--- config.mk ---
export PLATFORM = sky130hd
export DESIGN_NAME = hazard_scoreboard
export DESIGN_NICKNAME = d
export VERILOG_FILES = /design/src/rtl/hazard_scoreboard.sv
export SDC_FILE = /design/constraint.sdc
export NUM_CORES = 1
export LEC_CHECK = 0
export CAP_MARGIN = 20
export CORE_MARGIN = 5
export CORE_UTILIZATION = 53
export CTS_CLUSTER_DIAMETER = 120
export CTS_CLUSTER_SIZE = 14
export DETAILED_ROUTE_END_ITERATION = 12
export PLACE_DENSITY_LB_ADDON = 0.3
export SLEW_MARGIN = 25
export SYNTH_ARGS = -nofsm -noshare
export SYNTH_HDL_FRONTEND = slang
export SYNTH_SLANG_ARGS = --single-unit
export TNS_END_PERCENT = 10
--- constraint.sdc ---
create_clock -name clk -period 5.4 [get_ports clk]
set_clock_uncertainty 0.2 [all_clocks]
set_input_delay 0.81 -clock clk [delete_from_list [all_inputs] [get_ports clk]]
set_output_delay 0.81 -clock clk [all_outputs]
set_load 0.05 [all_outputs]
--- src/rtl/hazard_scoreboard.sv ---
// Hazard scoreboard: per-register latency countdown for decode stalls plus
// execute-stage operand forwarding from the memory and writeback stages.

// One forwarding lane: picks the freshest producer for a single source operand.
module hs_fwd_lane #(
    parameter int W = 32
) (
    input  logic [4:0]   rs,
    input  logic [4:0]   rd_m,
    input  logic         we_m,
    input  logic [4:0]   rd_w,
    input  logic         we_w,
    input  logic [W-1:0] rde,
    input  logic [W-1:0] alu_m,
    input  logic [W-1:0] res_w,
    output logic [1:0]   sel,
    output logic [W-1:0] src
);

    // Memory stage wins over writeback; r0 is hardwired and never forwarded.
    always_comb begin
        sel = 2'b00;
        if (rs != 5'd0) begin
            if (we_m && rd_m == rs)
                sel = 2'b10;
            else if (we_w && rd_w == rs)
                sel = 2'b01;
        end
    end

    // Operand mux; the unused 11 code falls back to register-file data.
    always_comb begin
        case (sel)
            2'b10:   src = alu_m;
            2'b01:   src = res_w;
            default: src = rde;
        endcase
    end

endmodule

module hazard_scoreboard #(
    parameter int W       = 32,
    parameter int NSRC    = 2,
    parameter int LAT_MAX = 4
) (
    input  logic                         clk,
    input  logic                         rst,
    input  logic                         IssueD,
    input  logic [NSRC*5-1:0]            RsD,
    input  logic [4:0]                   RdD,
    input  logic                         RegWriteD,
    input  logic [$clog2(LAT_MAX+1)-1:0] LatD,
    input  logic                         FlushE,
    input  logic                         HoldAll,
    input  logic [NSRC*W-1:0]            RDE,
    input  logic [W-1:0]                 ALUResultM,
    input  logic [W-1:0]                 ResultW,
    output logic                         StallD,
    output logic                         BubbleE,
    output logic [NSRC*2-1:0]            ForwardSelE,
    output logic [NSRC*W-1:0]            SrcE
);

    localparam int CW = $clog2(LAT_MAX + 1);

    // Execute needs sources for forwarding; later stages only carry the destination.
    typedef struct packed {
        logic [NSRC-1:0][4:0] rs;
        logic [4:0]           rd;
        logic                 we;
    } ex_tag_t;

    typedef struct packed {
        logic [4:0] rd;
        logic       we;
    } dst_tag_t;

    logic [CW-1:0]        cnt [32];
    logic [NSRC-1:0][4:0] rs_d;
    logic                 accept;
    logic [CW-1:0]        lat_eff;
    ex_tag_t              tag_d;
    ex_tag_t              tag_e;
    dst_tag_t             tag_m;
    dst_tag_t             tag_w;

    assign rs_d = RsD;

    // A source still counting down blocks decode; r0 never blocks.
    always_comb begin
        StallD = 1'b0;
        for (int s = 0; s < NSRC; s++) begin
            if (IssueD && rs_d[s] != 5'd0 && cnt[rs_d[s]] != '0)
                StallD = 1'b1;
        end
    end

    assign BubbleE = (StallD & ~HoldAll) | FlushE;
    assign accept  = IssueD & ~StallD & ~FlushE & ~HoldAll;

    // Count holds cycles remaining before the result is forwardable; latency 0 acts as 1.
    assign lat_eff = (LatD == '0) ? '0 : LatD - CW'(1);

    // Per-register countdown: new issue overrides flush, flush overrides decay.
    always_ff @(posedge clk or posedge rst) begin
        if (rst) begin
            for (int r = 0; r < 32; r++)
                cnt[r] <= '0;
        end else if (!HoldAll) begin
            for (int r = 1; r < 32; r++) begin
                if (accept && RegWriteD && RdD == 5'(r))
                    cnt[r] <= lat_eff;
                else if (FlushE && tag_e.we && tag_e.rd == 5'(r))
                    cnt[r] <= '0;
                else if (cnt[r] != '0)
                    cnt[r] <= cnt[r] - CW'(1);
            end
        end
    end

    // Decode tag; an empty decode slot becomes an all-zero tag.
    always_comb begin
        tag_d = '0;
        if (IssueD) begin
            tag_d.rs = rs_d;
            tag_d.rd = RdD;
            tag_d.we = RegWriteD;
        end
    end

    // Stage tag pipeline; a flush also kills the instruction leaving execute.
    always_ff @(posedge clk or posedge rst) begin
        if (rst) begin
            tag_e <= '0;
            tag_m <= '0;
            tag_w <= '0;
        end else if (!HoldAll) begin
            tag_w <= tag_m;
            tag_m <= FlushE ? '0 : dst_tag_t'{rd: tag_e.rd, we: tag_e.we};
            tag_e <= BubbleE ? '0 : tag_d;
        end
    end

    // One forwarding lane per source operand.
    for (genvar s = 0; s < NSRC; s++) begin : g_lane
        hs_fwd_lane #(.W(W)) u_lane (
            .rs    (tag_e.rs[s]),
            .rd_m  (tag_m.rd),
            .we_m  (tag_m.we),
            .rd_w  (tag_w.rd),
            .we_w  (tag_w.we),
            .rde   (RDE[s*W +: W]),
            .alu_m (ALUResultM),
            .res_w (ResultW),
            .sel   (ForwardSelE[s*2 +: 2]),
            .src   (SrcE[s*W +: W])
        );
    end

endmodule
==> summary.md <==
| Metric | Value |
|---|---|
| First-pass GRT wire length | `65600 um` |
| Most frequent cells in the layout | `clkdlybuf4s50_1 (218), nand2_1 (142), dfrtp_1 (121), inv_1 (107), nor2_1 (92)` |
| Sequential share of the synthesized area | `27.9%` |
| Worst relative slew slack | `38.9%` |
| CP Cell Sequence | `clkdlybuf4s50_1 > buf_4 > or2_2 > o41ai_1 > nor3_1 > a211o_1 > or2_1 > nor2_1 > o21ai_0 > buf_12` |
| WP depth | `10` |
| DP Area | `13300 um2` |
| Synth unique cells | `78` |
| Largest net degree at the start of global routing | `84` |
| Setup TNS | `0 ps` |
| Critical path type | `input port to output port` |
| Total GRT Usage | `34.5%` |
| Max cap viols | `0` |
| CP max FO | `10` |
| Setup ws final | `371 ps` |
| Clk_lat worst skew | `430 ps` |
| Mapped Cells | `1385` |
| PortBufs | `221` |
| CTS tree | `yes` |
| Initial antenna violation count | `0` |
| Reg2reg end | `cnt[24]` |
| Core area | `20200 um2` |
| Clock sinks | `121` |
| Post-Syn Area | `10800 um2` |
| Initial Utilization | `53.8%` |
| Synth warn | `3` |
| Antenna Nets Post-Route | `0` |
| Final Max Slew Viols | `0` |
| Detailed Route Iter0 Violations | `1462` |
| Worst R2R Path Depth | `10` |
| Ys async rst share | `100%` |
| Power Density | `377 nW/um2` |
| I/O pins | `222` |
| Clk slew on worst S/H paths | `60 ps` |
| Mean area per synthesized cell | `7.83 um2` |
| Drt first pass iters | `8` |
| WL final | `41500 um` |
| Critical Path AT | `4020 ps` |
| # setup viols final | `0` |
| CP required | `4390 ps` |
| Pleak | `5.84 nW` |
| Most common cell after layout, fill and taps aside | `clkdlybuf4s50_1` |
| Max stage delay on crit path | `720 ps` |
| CTS Buf Count | `17` |
| VDD IR max | `0.268 mV` |
| DIE HEIGHT | `153 um` |
| Area of the multi-input gates | `7050 um2` |
| H-tree levels | `4` |
| Worst-Margin Slew | `916 ps` |
| Final instance area | `13900 um2` |
| Status | `complete, no violations` |
| Worst slack, placed | `499 ps` |
| Crit path launch | `RsD[6]` |
| Vias in the first global route | `11.8k` |
| Largest family of logic cells by synthesized area | `compound AO/OA/AOI/OAI gates` |
| GP Congestion | `1.09` |
| Fmax | `199 MHz` |
| Rows | `52` |
| Final Hold Vio Count | `0` |
| Worst hold path class | `flop to flop` |
| Post-Synth Simple-Gate Area | `24.9%` |
| Post-CTS Resized | `0` |
| Final worst-path cycle share | `93.1%` |
| Setup repair bufs after CTS | `0` |
| R2R setup slack | `1580 ps` |
| Unrepaired setup endpoints after global routing | `false` |
| Antenna cells | `0` |
| Nets | `1782` |
| Compound-Gate Fraction of Synth Area | `27.6%` |
| Buf/Inv on CP | `3` |
| DRC Markers | `0` |
| FF/Latch Area | `3030 um2` |
| Crit-path slowest cell | `clkdlybuf4s50_1` |
| Post-synth EDFFs | `0` |
| DR WL/cell | `22.5 um` |
| DR vias | `12.3k` |
| Synth-to-Final Area Change | `27.9%` |
| Capture point of the critical path | `BubbleE` |
| HPWL after DPL | `31100 um` |
| Hold buffer count at CTS | `0` |
| Layout fillers | `1674` |
| Crit start category | `input port` |
| Synth Area in XOR/XNOR | `1.94%` |
| Die ar. | `23400 um2` |
| Root Buffer | `clkbuf_16` |
| Top FF cell, synth | `dfrtp_1` |
| Vias per cell | `6.66` |
| Layout cells sized above 1 | `6.41%` |
| Adder-cell share of the synthesized area | `7.84%` |
| Mux cell area share after synthesis | `2.60%` |
| Critical path capture point type | `output port` |
| Chip width | `153 um` |
| Worst R2R Start | `cnt[89]` |
| Post-synthesis register bit count | `121` |
| Total Power | `5.24 mW` |
| Minimum clock period | `5030 ps` |
| Clock tree buffer depth | `2` |
| Total gr overflow | `0` |
| CP top delay family | `buffers and inverters` |
| Syn Nets | `1605` |
-- power by group --
group          total (mW)  internal (mW)  switching [mW]
clock                1.17          0.725           0.445
combinational        2.38           1.12            1.26
sequential           1.68           1.25           0.432
total                5.24           3.10            2.13
-- stage by stage --
stage                     utilization, %  hold slack (ps)  instances
after detailed placement            65.8              319       1813
after floorplan                        -              273       1385
after global routing                68.8              363       1845
after global placement              65.8              311       1813
final                               68.8              329       1845
after CTS                           68.8              331       1845
-- cells in the mapped netlist (all sizes together) (15+ instances only) --
master  instances  area (um2)
nor3           87         440
nor2b          18         113
nand3          48         240
nor4           33         228
nand2         142         533
xnor2          15         131
a31oi          23         144
o32a           34         340
mux2i          15         150
clkbuf         73         274
dfrtp         121        3030
a22oi          68         510
a21boi         24         180
a211oi         16         120
buf            16        97.6
nand2b         20         125
inv           108         405
a22o           18         158
a21oi          54         270
nor2           92         345
o21ai          83         415
o221ai         18         158
ha             68         851
-- worst min-delay path by stage --
| stage | to | cells past startpoint | slack (ps) | start |
|---|---|---|---|---|
| 2_1_floorplan | tag_m[0] | 2 | 270 | tag_m[0] |
| 3_3_place_gp | cnt[92] | 1 | 310 | cnt[92] |
| 3_5_place_dp | cnt[64] | 1 | 320 | cnt[64] |
| 4_1_cts | cnt[64] | 1 | 330 | cnt[64] |
| 5_1_grt | cnt[92] | 1 | 360 | cnt[92] |
| 6_report | cnt[64] | 1 | 330 | cnt[64] |
-- flip-flops by register name, summed over array words and instances (netlist names) --
| register | cells |
|---|---|
| tag_w | 6 |
| tag_m | 6 |
| tag_e | 16 |
| cnt | 93 |
-- area by class of cell --
type	count	share of cell area (%)
Multi-Input combinational cell	1066	50.8
Tap cell	270	2.43
Inverter	109	2.97
Clock inverter	11	0.866
Sequential cell	121	21.8
Clock buffer	21	3.46
Timing Repair Buffer	247	17.7
-- per-layer routing --
layer / global-route usage (%) / part of all wire (%)
met1: 44.0 / 38
met2: 56.1 / 47
met3: 8.43 / 11
met4: 14.4 / 4.1
met5: 0 / 0
-- cell families after synthesis --
logic type | after synthesis
multiplexers | 25
AND/OR/NAND/NOR | 534
adder cells (fa/ha/maj) | 68
AO/OA/AOI/OAI | 415
XOR/XNOR | 24
flip-flops | 121
buffers and inverters | 198
Power figures use the tool's default switching activity.
